## src/rtl/ex_stage_mc_if.sv

```systemverilog
// ---------------------------------------------------------------------------
// ex_stage_mc_if
//   Bundle of the ID/EX-side inputs, hazard-unit controls and EX/MEM outputs
//   of the execute stage.
//
//   master : drives the ID/EX fields and hazard controls, observes EX/MEM
//   slave  : the execute stage itself
//
//   Signals
//     valid_i, pc_i, r1_data_i, r2_data_i, imm_i   ID/EX instruction fields
//     fwd_m_i, fwd_w_i, src1_sel_i, src2_sel_i     forwarding network
//     use_imm_i, alu_op_i, rd_i                    operation select
//     regwrite_i, memread_i, memwrite_i, memtoreg_i control vector
//     flush_i, stall_i                             EX/MEM hazard controls
//     busy_o                                       upstream hold request
//     valid_o, pc_o, alu_out_o, write_data_o,
//     write_reg_o, regwrite_o, memread_o,
//     memwrite_o, memtoreg_o, zero_o               EX/MEM register
// ---------------------------------------------------------------------------
interface ex_stage_mc_if #(
    parameter int unsigned DATA_WIDTH = 16,
    parameter int unsigned ADDR_WIDTH = 8,
    parameter int unsigned REG_WIDTH  = 4
);
    logic                  valid_i;
    logic [ADDR_WIDTH-1:0] pc_i;
    logic [DATA_WIDTH-1:0] r1_data_i;
    logic [DATA_WIDTH-1:0] r2_data_i;
    logic [DATA_WIDTH-1:0] imm_i;
    logic [DATA_WIDTH-1:0] fwd_m_i;
    logic [DATA_WIDTH-1:0] fwd_w_i;
    logic [1:0]            src1_sel_i;
    logic [1:0]            src2_sel_i;
    logic                  use_imm_i;
    logic [2:0]            alu_op_i;
    logic [REG_WIDTH-1:0]  rd_i;
    logic                  regwrite_i;
    logic                  memread_i;
    logic                  memwrite_i;
    logic                  memtoreg_i;
    logic                  flush_i;
    logic                  stall_i;

    logic                  busy_o;
    logic                  valid_o;
    logic [ADDR_WIDTH-1:0] pc_o;
    logic [DATA_WIDTH-1:0] alu_out_o;
    logic [DATA_WIDTH-1:0] write_data_o;
    logic [REG_WIDTH-1:0]  write_reg_o;
    logic                  regwrite_o;
    logic                  memread_o;
    logic                  memwrite_o;
    logic                  memtoreg_o;
    logic                  zero_o;

    modport master (
        output valid_i, pc_i, r1_data_i, r2_data_i, imm_i, fwd_m_i, fwd_w_i,
               src1_sel_i, src2_sel_i, use_imm_i, alu_op_i, rd_i,
               regwrite_i, memread_i, memwrite_i, memtoreg_i, flush_i, stall_i,
        input  busy_o, valid_o, pc_o, alu_out_o, write_data_o, write_reg_o,
               regwrite_o, memread_o, memwrite_o, memtoreg_o, zero_o
    );

    modport slave (
        input  valid_i, pc_i, r1_data_i, r2_data_i, imm_i, fwd_m_i, fwd_w_i,
               src1_sel_i, src2_sel_i, use_imm_i, alu_op_i, rd_i,
               regwrite_i, memread_i, memwrite_i, memtoreg_i, flush_i, stall_i,
        output busy_o, valid_o, pc_o, alu_out_o, write_data_o, write_reg_o,
               regwrite_o, memread_o, memwrite_o, memtoreg_o, zero_o
    );
endinterface

```

## src/rtl/ex_stage_mc.sv

```systemverilog
// ---------------------------------------------------------------------------
// ex_stage_mc
//   Execute stage with EX/MEM pipeline register. Full ALU (ADD, SUB, AND, OR,
//   XOR, SLL, SRL), immediate operand B, M/W-stage forwarding, and an
//   optional iterative shift-add multiplier (alu_op 7).
//
//   Build option: define EX_MUL_EN to compile in the multiplier and its
//   IDLE/MUL/DONE sequencer. Without it, alu_op 7 executes as ADD in one
//   cycle and busy_o is tied low.
//
//   Ports
//     clk    : rising-edge clock
//     rst_n  : asynchronous active-low reset
//     ex_if  : ex_stage_mc_if.slave (ID/EX inputs, hazard controls,
//              busy_o and the EX/MEM register outputs)
// ---------------------------------------------------------------------------
module ex_stage_mc #(
    parameter int unsigned DATA_WIDTH = 16,
    parameter int unsigned ADDR_WIDTH = 8,
    parameter int unsigned REG_WIDTH  = 4
) (
    input  logic          clk,
    input  logic          rst_n,
    ex_stage_mc_if.slave  ex_if
);

    localparam int unsigned SH_W = $clog2(DATA_WIDTH);

    typedef enum logic [2:0] {
        OP_ADD = 3'd0,
        OP_SUB = 3'd1,
        OP_AND = 3'd2,
        OP_OR  = 3'd3,
        OP_XOR = 3'd4,
        OP_SLL = 3'd5,
        OP_SRL = 3'd6,
        OP_MUL = 3'd7
    } alu_op_e;

    typedef struct packed {
        logic                  valid;
        logic [ADDR_WIDTH-1:0] pc;
        logic [DATA_WIDTH-1:0] alu;
        logic [DATA_WIDTH-1:0] wdata;
        logic [REG_WIDTH-1:0]  wreg;
        logic                  regwrite;
        logic                  memread;
        logic                  memwrite;
        logic                  memtoreg;
        logic                  zero;
    } exmem_t;

    // ------------------------------------------------------------------
    // Operand selection and single-cycle ALU
    // ------------------------------------------------------------------
    logic [DATA_WIDTH-1:0] w_op_a;
    logic [DATA_WIDTH-1:0] w_op2;
    logic [DATA_WIDTH-1:0] w_op_b;
    logic [DATA_WIDTH-1:0] w_alu;
    alu_op_e               w_op;

    assign w_op = alu_op_e'(ex_if.alu_op_i);

    always_comb begin
        w_op_a = ex_if.r1_data_i;
        case (ex_if.src1_sel_i)
            2'd1:    w_op_a = ex_if.fwd_m_i;
            2'd2:    w_op_a = ex_if.fwd_w_i;
            default: w_op_a = ex_if.r1_data_i;
        endcase
    end

    always_comb begin
        w_op2 = ex_if.r2_data_i;
        case (ex_if.src2_sel_i)
            2'd1:    w_op2 = ex_if.fwd_m_i;
            2'd2:    w_op2 = ex_if.fwd_w_i;
            default: w_op2 = ex_if.r2_data_i;
        endcase
    end

    assign w_op_b = ex_if.use_imm_i ? ex_if.imm_i : w_op2;

    // OP_MUL falls through to ADD: without the multiplier that is its
    // defined behaviour, and with it this result is never loaded.
    always_comb begin
        w_alu = '0;
        case (w_op)
            OP_ADD:  w_alu = w_op_a + w_op_b;
            OP_SUB:  w_alu = w_op_a - w_op_b;
            OP_AND:  w_alu = w_op_a & w_op_b;
            OP_OR:   w_alu = w_op_a | w_op_b;
            OP_XOR:  w_alu = w_op_a ^ w_op_b;
            OP_SLL:  w_alu = w_op_a << w_op_b[SH_W-1:0];
            OP_SRL:  w_alu = w_op_a >> w_op_b[SH_W-1:0];
            OP_MUL:  w_alu = w_op_a + w_op_b;
            default: w_alu = w_op_a + w_op_b;
        endcase
    end

    logic w_busy;

`ifdef EX_MUL_EN
    // ------------------------------------------------------------------
    // Iterative multiplier: IDLE -> MUL -> DONE
    // ------------------------------------------------------------------
    typedef enum logic [1:0] {
        S_IDLE = 2'd0,
        S_MUL  = 2'd1,
        S_DONE = 2'd2
    } state_e;

    // Bit 0 is consumed in the launch cycle, so the MUL state needs
    // DATA_WIDTH-1 further steps; leave MUL as the count steps to DW-1.
    localparam logic [SH_W-1:0] CNT_LAST = SH_W'(DATA_WIDTH - 2);

    state_e                r_state;
    state_e                w_state_nxt;
    logic                  w_launch;
    logic                  w_done_load;

    logic [DATA_WIDTH-1:0] r_mcand;
    logic [DATA_WIDTH-1:0] r_mplier;
    logic [DATA_WIDTH-1:0] r_acc;
    logic [SH_W-1:0]       r_cnt;
    logic [DATA_WIDTH-1:0] r_opnd2;
    logic [ADDR_WIDTH-1:0] r_pc;
    logic [REG_WIDTH-1:0]  r_rd;
    logic                  r_regwrite;
    logic                  r_memread;
    logic                  r_memwrite;
    logic                  r_memtoreg;

    always_ff @(posedge clk or negedge rst_n) begin
        if (!rst_n) begin
            r_state <= S_IDLE;
        end else begin
            r_state <= w_state_nxt;
        end
    end

    always_comb begin
        w_state_nxt = r_state;
        w_launch    = 1'b0;
        w_done_load = 1'b0;
        w_busy      = 1'b0;
        case (r_state)
            S_IDLE: begin
                if (ex_if.valid_i && (w_op == OP_MUL)) begin
                    w_busy = 1'b1;
                    if (!ex_if.flush_i) begin
                        w_launch    = 1'b1;
                        w_state_nxt = S_MUL;
                    end
                end
            end
            S_MUL: begin
                w_busy = 1'b1;
                if (r_cnt == CNT_LAST) begin
                    w_state_nxt = S_DONE;
                end
            end
            S_DONE: begin
                if (!ex_if.stall_i) begin
                    w_done_load = 1'b1;
                    w_state_nxt = S_IDLE;
                end
            end
            default: w_state_nxt = S_IDLE;
        endcase
        if (ex_if.flush_i) begin
            w_state_nxt = S_IDLE;
            w_done_load = 1'b0;
        end
    end

    always_ff @(posedge clk or negedge rst_n) begin
        if (!rst_n) begin
            r_mcand    <= '0;
            r_mplier   <= '0;
            r_acc      <= '0;
            r_cnt      <= '0;
            r_opnd2    <= '0;
            r_pc       <= '0;
            r_rd       <= '0;
            r_regwrite <= 1'b0;
            r_memread  <= 1'b0;
            r_memwrite <= 1'b0;
            r_memtoreg <= 1'b0;
        end else if (w_launch) begin
            r_acc      <= w_op_b[0] ? w_op_a : '0;
            r_mcand    <= w_op_a << 1;
            r_mplier   <= w_op_b >> 1;
            r_cnt      <= '0;
            r_opnd2    <= w_op2;
            r_pc       <= ex_if.pc_i;
            r_rd       <= ex_if.rd_i;
            r_regwrite <= ex_if.regwrite_i;
            r_memread  <= ex_if.memread_i;
            r_memwrite <= ex_if.memwrite_i;
            r_memtoreg <= ex_if.memtoreg_i;
        end else if (r_state == S_MUL) begin
            r_acc    <= r_acc + (r_mplier[0] ? r_mcand : '0);
            r_mcand  <= r_mcand << 1;
            r_mplier <= r_mplier >> 1;
            r_cnt    <= r_cnt + SH_W'(1);
        end
    end
`else
    assign w_busy = 1'b0;
`endif

    // busy_o is combinational; gating with rst_n keeps it low during reset
    // even when ID/EX still presents a multiply.
    assign ex_if.busy_o = rst_n & w_busy;

    // ------------------------------------------------------------------
    // EX/MEM register: flush > stall > busy bubble > product > normal
    // ------------------------------------------------------------------
    exmem_t r_exmem;
    exmem_t w_exmem_nxt;

    always_comb begin
        w_exmem_nxt = r_exmem;
        if (ex_if.flush_i) begin
            w_exmem_nxt = '0;
        end else if (ex_if.stall_i) begin
            w_exmem_nxt = r_exmem;
        end else if (w_busy) begin
            w_exmem_nxt = '0;
`ifdef EX_MUL_EN
        end else if (w_done_load) begin
            w_exmem_nxt.valid    = 1'b1;
            w_exmem_nxt.pc       = r_pc;
            w_exmem_nxt.alu      = r_acc;
            w_exmem_nxt.wdata    = r_opnd2;
            w_exmem_nxt.wreg     = r_rd;
            w_exmem_nxt.regwrite = r_regwrite;
            w_exmem_nxt.memread  = r_memread;
            w_exmem_nxt.memwrite = r_memwrite;
            w_exmem_nxt.memtoreg = r_memtoreg;
            w_exmem_nxt.zero     = (r_acc == '0);
`endif
        end else begin
            w_exmem_nxt.valid    = ex_if.valid_i;
            w_exmem_nxt.pc       = ex_if.pc_i;
            w_exmem_nxt.alu      = w_alu;
            w_exmem_nxt.wdata    = w_op2;
            w_exmem_nxt.wreg     = ex_if.rd_i;
            w_exmem_nxt.regwrite = ex_if.valid_i & ex_if.regwrite_i;
            w_exmem_nxt.memread  = ex_if.valid_i & ex_if.memread_i;
            w_exmem_nxt.memwrite = ex_if.valid_i & ex_if.memwrite_i;
            w_exmem_nxt.memtoreg = ex_if.valid_i & ex_if.memtoreg_i;
            w_exmem_nxt.zero     = (w_alu == '0);
        end
    end

    always_ff @(posedge clk or negedge rst_n) begin
        if (!rst_n) begin
            r_exmem <= '0;
        end else begin
            r_exmem <= w_exmem_nxt;
        end
    end

    assign ex_if.valid_o      = r_exmem.valid;
    assign ex_if.pc_o         = r_exmem.pc;
    assign ex_if.alu_out_o    = r_exmem.alu;
    assign ex_if.write_data_o = r_exmem.wdata;
    assign ex_if.write_reg_o  = r_exmem.wreg;
    assign ex_if.regwrite_o   = r_exmem.regwrite;
    assign ex_if.memread_o    = r_exmem.memread;
    assign ex_if.memwrite_o   = r_exmem.memwrite;
    assign ex_if.memtoreg_o   = r_exmem.memtoreg;
    assign ex_if.zero_o       = r_exmem.zero;

endmodule
```

## src/flat_wrapper.sv

```systemverilog
// flat-port wrapper written by rule: the top's interface ports become plain ports
module ex_stage_mc_flat 
#(
    parameter int unsigned DATA_WIDTH = 16,
    parameter int unsigned ADDR_WIDTH = 8,
    parameter int unsigned REG_WIDTH  = 4
)
  (clk, rst_n, ex_if_valid_i, ex_if_pc_i, ex_if_r1_data_i, ex_if_r2_data_i, ex_if_imm_i, ex_if_fwd_m_i, ex_if_fwd_w_i, ex_if_src1_sel_i, ex_if_src2_sel_i, ex_if_use_imm_i, ex_if_alu_op_i, ex_if_rd_i, ex_if_regwrite_i, ex_if_memread_i, ex_if_memwrite_i, ex_if_memtoreg_i, ex_if_flush_i, ex_if_stall_i, ex_if_busy_o, ex_if_valid_o, ex_if_pc_o, ex_if_alu_out_o, ex_if_write_data_o, ex_if_write_reg_o, ex_if_regwrite_o, ex_if_memread_o, ex_if_memwrite_o, ex_if_memtoreg_o, ex_if_zero_o);
  ex_stage_mc_if #(.DATA_WIDTH(DATA_WIDTH), .ADDR_WIDTH(ADDR_WIDTH), .REG_WIDTH(REG_WIDTH)) ex_if_i ();
  input  logic clk;
  input  logic rst_n;
  input wire logic [$bits(ex_if_i.valid_i)-1:0] ex_if_valid_i;
  input wire logic [$bits(ex_if_i.pc_i)-1:0] ex_if_pc_i;
  input wire logic [$bits(ex_if_i.r1_data_i)-1:0] ex_if_r1_data_i;
  input wire logic [$bits(ex_if_i.r2_data_i)-1:0] ex_if_r2_data_i;
  input wire logic [$bits(ex_if_i.imm_i)-1:0] ex_if_imm_i;
  input wire logic [$bits(ex_if_i.fwd_m_i)-1:0] ex_if_fwd_m_i;
  input wire logic [$bits(ex_if_i.fwd_w_i)-1:0] ex_if_fwd_w_i;
  input wire logic [$bits(ex_if_i.src1_sel_i)-1:0] ex_if_src1_sel_i;
  input wire logic [$bits(ex_if_i.src2_sel_i)-1:0] ex_if_src2_sel_i;
  input wire logic [$bits(ex_if_i.use_imm_i)-1:0] ex_if_use_imm_i;
  input wire logic [$bits(ex_if_i.alu_op_i)-1:0] ex_if_alu_op_i;
  input wire logic [$bits(ex_if_i.rd_i)-1:0] ex_if_rd_i;
  input wire logic [$bits(ex_if_i.regwrite_i)-1:0] ex_if_regwrite_i;
  input wire logic [$bits(ex_if_i.memread_i)-1:0] ex_if_memread_i;
  input wire logic [$bits(ex_if_i.memwrite_i)-1:0] ex_if_memwrite_i;
  input wire logic [$bits(ex_if_i.memtoreg_i)-1:0] ex_if_memtoreg_i;
  input wire logic [$bits(ex_if_i.flush_i)-1:0] ex_if_flush_i;
  input wire logic [$bits(ex_if_i.stall_i)-1:0] ex_if_stall_i;
  output wire logic [$bits(ex_if_i.busy_o)-1:0] ex_if_busy_o;
  output wire logic [$bits(ex_if_i.valid_o)-1:0] ex_if_valid_o;
  output wire logic [$bits(ex_if_i.pc_o)-1:0] ex_if_pc_o;
  output wire logic [$bits(ex_if_i.alu_out_o)-1:0] ex_if_alu_out_o;
  output wire logic [$bits(ex_if_i.write_data_o)-1:0] ex_if_write_data_o;
  output wire logic [$bits(ex_if_i.write_reg_o)-1:0] ex_if_write_reg_o;
  output wire logic [$bits(ex_if_i.regwrite_o)-1:0] ex_if_regwrite_o;
  output wire logic [$bits(ex_if_i.memread_o)-1:0] ex_if_memread_o;
  output wire logic [$bits(ex_if_i.memwrite_o)-1:0] ex_if_memwrite_o;
  output wire logic [$bits(ex_if_i.memtoreg_o)-1:0] ex_if_memtoreg_o;
  output wire logic [$bits(ex_if_i.zero_o)-1:0] ex_if_zero_o;
  assign ex_if_i.valid_i = ex_if_valid_i;
  assign ex_if_i.pc_i = ex_if_pc_i;
  assign ex_if_i.r1_data_i = ex_if_r1_data_i;
  assign ex_if_i.r2_data_i = ex_if_r2_data_i;
  assign ex_if_i.imm_i = ex_if_imm_i;
  assign ex_if_i.fwd_m_i = ex_if_fwd_m_i;
  assign ex_if_i.fwd_w_i = ex_if_fwd_w_i;
  assign ex_if_i.src1_sel_i = ex_if_src1_sel_i;
  assign ex_if_i.src2_sel_i = ex_if_src2_sel_i;
  assign ex_if_i.use_imm_i = ex_if_use_imm_i;
  assign ex_if_i.alu_op_i = ex_if_alu_op_i;
  assign ex_if_i.rd_i = ex_if_rd_i;
  assign ex_if_i.regwrite_i = ex_if_regwrite_i;
  assign ex_if_i.memread_i = ex_if_memread_i;
  assign ex_if_i.memwrite_i = ex_if_memwrite_i;
  assign ex_if_i.memtoreg_i = ex_if_memtoreg_i;
  assign ex_if_i.flush_i = ex_if_flush_i;
  assign ex_if_i.stall_i = ex_if_stall_i;
  assign ex_if_busy_o = ex_if_i.busy_o;
  assign ex_if_valid_o = ex_if_i.valid_o;
  assign ex_if_pc_o = ex_if_i.pc_o;
  assign ex_if_alu_out_o = ex_if_i.alu_out_o;
  assign ex_if_write_data_o = ex_if_i.write_data_o;
  assign ex_if_write_reg_o = ex_if_i.write_reg_o;
  assign ex_if_regwrite_o = ex_if_i.regwrite_o;
  assign ex_if_memread_o = ex_if_i.memread_o;
  assign ex_if_memwrite_o = ex_if_i.memwrite_o;
  assign ex_if_memtoreg_o = ex_if_i.memtoreg_o;
  assign ex_if_zero_o = ex_if_i.zero_o;
  ex_stage_mc #(.DATA_WIDTH(DATA_WIDTH), .ADDR_WIDTH(ADDR_WIDTH), .REG_WIDTH(REG_WIDTH)) u_core (.clk(clk), .rst_n(rst_n), .ex_if(ex_if_i));
endmodule
```

## config.mk

```make
export PLATFORM = sky130hd
export DESIGN_NAME = ex_stage_mc_flat
export DESIGN_NICKNAME = d
export VERILOG_FILES = /design/src/rtl/ex_stage_mc_if.sv /design/src/rtl/ex_stage_mc.sv /design/src/flat_wrapper.sv
export SDC_FILE = /design/constraint.sdc
export NUM_CORES = 1
export LEC_CHECK = 0
export CAP_MARGIN = 20
export CORE_AREA = 2 2 160 162
export DETAILED_ROUTE_END_ITERATION = 10
export DIE_AREA = 0 0 162 164
export PLACE_DENSITY = 0.57
export SLEW_MARGIN = 20
export SYNTH_ARGS = -nofsm -noshare
export SYNTH_HDL_FRONTEND = slang
export SYNTH_SLANG_ARGS = --single-unit
```

## constraint.sdc

```tcl
create_clock -name clk -period 1 [get_ports clk]
set_input_delay 0.1 -clock clk [delete_from_list [all_inputs] [get_ports clk]]
set_output_delay 0.1 -clock clk [all_outputs]
set_load 0.02 [all_outputs]
```

==> run_results.csv <==
group,metric,value,unit
cells_and_area,drive_gt1_share,46.7,%
clock_tree,clk_pin_slew_worst_paths,0.07,ns
sta,clock.fmax,0.269,GHz
sta,tightest_slew,0.727,ns
critical_path,crit_arrival,3.94,ns
critical_path,rrSetupSlack,0.14,ns
critical_path,cp-endpoint,"u_core.ex_if.zero_o",
power_and_ir_drop,p_switching,6.20,mW
synthesis,async_flop_share,100,%
cells_and_area,fillers,2424,
clock_tree,cts_root_buf,"clkbuf_16",
detailed_routing,wl_per_cell,19.4,um
clock_tree,cts_tree,"yes",
floorplan,ios,160,
synthesis,syn-cell-area,6140,um2
synthesis,synth_top_cell_area_share,20.4,%
floorplan,core-area,24800,um2
sta,rsz0062_at_grt,"yes",
sta,hold_viol,0,
critical_path,cp.required,1.22,ns
sta,setup_viol,31,
cells_and_area,diodes,0,
power_and_ir_drop,p_total,14.7,mW
global_routing,grt_antenna_before_repair,0,
sta,fin_skew,0,ns
floorplan,die_h,164,um
sta,slew_viol_final,0,
detailed_routing,avgViaCountPerCell,5.25,
floorplan,rows,58,
synthesis,synthTopCellsByArea,"dfrtp_1, ha_1, mux2i_1",
cells_and_area,finalNonFillerCells,1572,
critical_path,crit-reg2reg-capture,"u_core.ex_if.write_data_o[5]",
power_and_ir_drop,p_leak,5.42,nW
critical_path,crit_path_top_delay_cell,"a221o_1",
detailed_routing,drt_first_iter_violations,514,
critical_path,critical_path_peak_fanout,6,
clock_tree,cts_buffers,5,
power_and_ir_drop,p_clk_share,12.9,%
critical_path,crit_type,"in -> reg",
critical_path,reg2reg_from,"u_core.ex_if.write_data_o[5]",
placed_design,hpwlAfterDp,23.5,mm
clock_tree,cts_sinks,50,
synthesis,synth_ff_type,"dfrtp_1",
sta,whs,0.271,ns
floorplan,initial_core_util,24.7,%
run_status,violations,"negative setup slack",
critical_path,cp_common_cell,"ha_4",
placed_design,dp_slack,-3.67,ns
sta,slew_headroom,51.0,%
placed_design,port_buffers,158,
synthesis,yosysMostFrequentCell,"nor2_1",
power_and_ir_drop,peakVddDrop,0.797,mV
synthesis,synth_edf_count,0,
sta,timing.final.crit_period,3.72,ns
critical_path,ff2ff_path_depth,3,
clock_tree,clkLatencyLatePin,0.31,ns
power_and_ir_drop,p_seq_share,15.4,%
placed_design,dp_cells,1509,
synthesis,synthCells,801,
flow_run,maxCapViolCount,0,
critical_path,startpoint_type,"input pin",
global_routing,grt_pass1_vias,8330,
detailed_routing,drc,0,
synthesis,yosysTopAreaCell,"dfrtp_1",
critical_path,end_kind,"flip-flop",
clock_tree,cts_buffer_depth,2,
clock_tree,cts_max_level,2,
global_routing,grt_max_degree,51,
cells_and_area,nNetsFinal,1400,
power_and_ir_drop,switching_share,42.1,%
power_and_ir_drop,intPower,8.52,mW
floorplan,die_area,26600,um2
floorplan,die_x,162,um
synthesis,synth_nets,960,
synthesis,avgSynthCellArea,7.66,um2
global_routing,grt_pass1_wl,46.1,mm
sta,timing.final.crit_share,372,%
run_status,status,"finished, violations left",
critical_path,critPathLaunch,"ex_if_src2_sel_i[1]",
sta,fin_ws,-2.72,ns
critical_path,cpPeakStageDelay,0.31,ns
power_and_ir_drop,cellPowerDensity,1260,nW/um2
synthesis,synth-seq-cells,50,
global_routing,overflow,0,
synthesis,synth_common_cells,"nor2_1, mux2i_1, nand2_1",
cells_and_area,area_delta_synth_final,90.0,%
detailed_routing,drtPass1Iterations,5,
placed_design,routabilityCongestion,0.981,
synthesis,ys_seq_area_share,20.4,%
detailed_routing,vias,8250,
synthesis,synth_cell_types,74,
detailed_routing,wirelength,30.5,mm
synthesis,synth_warnings,0,
detailed_routing,final_antenna_net_count,0,
worst_hold_path,hold_class,"in -> reg",
critical_path,critical_path.cell_chain,"buf_8, ha_4, or2_4, o221ai_4, inv_2, nor3_4, a21oi_2, xnor2_2, ha_4, and3_1, a221o_1, o41ai_2, xnor2_1, o32a_1, nor4_4, buf_4, and4_1, o2111ai_2, o32ai_2",
global_routing,grt_usage,22.2,%
cells_and_area,fin_util,47.0,%
power_and_ir_drop,combinationalPowerShare,71.7,%
-- worst min path at each step --
stage                              from                         to  slack (ns)  cells past startpoint
final                     ex_if_flush_i        u_core.ex_if.zero_o        0.27                      5
after global routing      ex_if_flush_i        u_core.ex_if.zero_o        0.29                      5
after CTS                 ex_if_stall_i  u_core.ex_if.alu_out_o[5]        0.24                      4
after detailed placement          rst_n       u_core.ex_if.pc_o[4]        0.13                      2
after global placement            rst_n       u_core.ex_if.pc_o[4]        0.13                      2
after floorplan                   rst_n  u_core.ex_if.alu_out_o[0]       -0.20                      0
-- power by group through the flow --
stage	Sequential [mW]	Combinational, mW	Clock [mW]
after floorplan	2.49	3.93	0
after global placement	2.31	8.29	0
after detailed placement	2.31	8.32	0
after CTS	2.27	9.49	1.97
after global routing	2.29	11.2	2.03
final	2.27	10.6	1.90
-- cell usage in the layout, fill, tap and decap left out, types with 6 or more instances in the layout --
cell	Yosys	final
dlygate4sd2_1	0	13
a22oi_1	29	23
buf_12	1	7
clkdlybuf4s50_1	0	86
a21o_1	6	6
o22ai_1	23	18
nand3_1	9	6
o21ai_2	1	17
a31oi_1	8	6
o221ai_1	13	10
xnor2_2	0	8
o21ai_1	11	14
nor2_4	0	7
ha_1	49	37
nand2b_4	0	6
o21a_1	6	6
a221o_1	18	18
buf_2	14	47
inv_2	2	9
a21oi_2	0	23
xnor2_1	26	18
and3_1	10	6
nor3_1	17	12
nor2_2	0	13
dfrtp_1	50	50
o21ai_0	45	22
nor2_1	103	83
buf_6	0	44
a22oi_2	0	6
nand2_1	59	54
buf_4	1	281
ha_4	0	8
a21oi_1	57	32
mux2i_2	0	6
nor2b_1	12	9
mux2i_1	59	48
inv_1	43	34
-- critical path, delay by kind of cell --
kind / cells / cell delay (ns)
AOI/OAI and AO/OA: 7 / 1.45
and+or+nand+nor: 5 / 1.23
xor gates and xnor gates: 2 / 0.31
buffers and inverters: 3 / 0.34
adders and majority gates: 2 / 0.51
-- per-layer routing --
| metal | vias to the layer above | routed length [um] | track usage, % |
|---|---|---|---|
| li1 | 3829 | - | - |
| met4 | 0 | 1550 | 11.0 |
| met3 | 87 | 1870 | 3.08 |
| met1 | 3949 | 12200 | 27.0 |
| met5 | - | 0 | 0 |
| met2 | 385 | 14900 | 38.5 |
-- logic make-up after synthesis --
logic type	share of synthesized area, %
other	0.0611
flip-flops	20.4
multiplexers	9.99
buffers and inverters	7.09
AO/OA/AOI/OAI	30.6
XOR/XNOR	4.14
adder cells (fa/ha/maj)	10.5
AND/OR/NAND/NOR	17.3
-- through the flow --
step           setup TNS [ns]  instance area (um2)
6_report               -41.00                11700
5_1_grt                -43.96                11700
2_1_floorplan          -38.16                 6400
4_1_cts                -41.28                11100
3_3_place_gp           -75.17                10100
3_5_place_dp           -76.21                10100
-- layout make-up --
cell class,instances,area [um2],area share [%]
clock buffer,5,125,1.07
clock inverter,3,28.8,0.247
tap,330,413,3.54
timing repair buffer,489,4110,35.2
sequential,50,1250,10.7
inverter,46,195,1.67
multi-input combinational,649,5540,47.5
-- what timing repair did --
item,in CTS,in global routing
hold buffers,1,0
pin swaps,64,59
gates resized for setup,381,124
endpoints found under the setup margin,83,38
gates cloned,1,0
hold endpoints to repair,50,0
buffers inserted,48,19
-- state kept, by name, summed over array words and instances, names as in the netlist --
register	count
u_core.ex_if.write_data_o	16
u_core.ex_if.memwrite_o	1
u_core.ex_if.memread_o	1
u_core.ex_if.write_reg_o	4
u_core.ex_if.valid_o	1
u_core.ex_if.memtoreg_o	1
u_core.ex_if.regwrite_o	1
u_core.ex_if.zero_o	1
u_core.ex_if.pc_o	8
u_core.ex_if.alu_out_o	16
(Power assumes the default switching activity.)
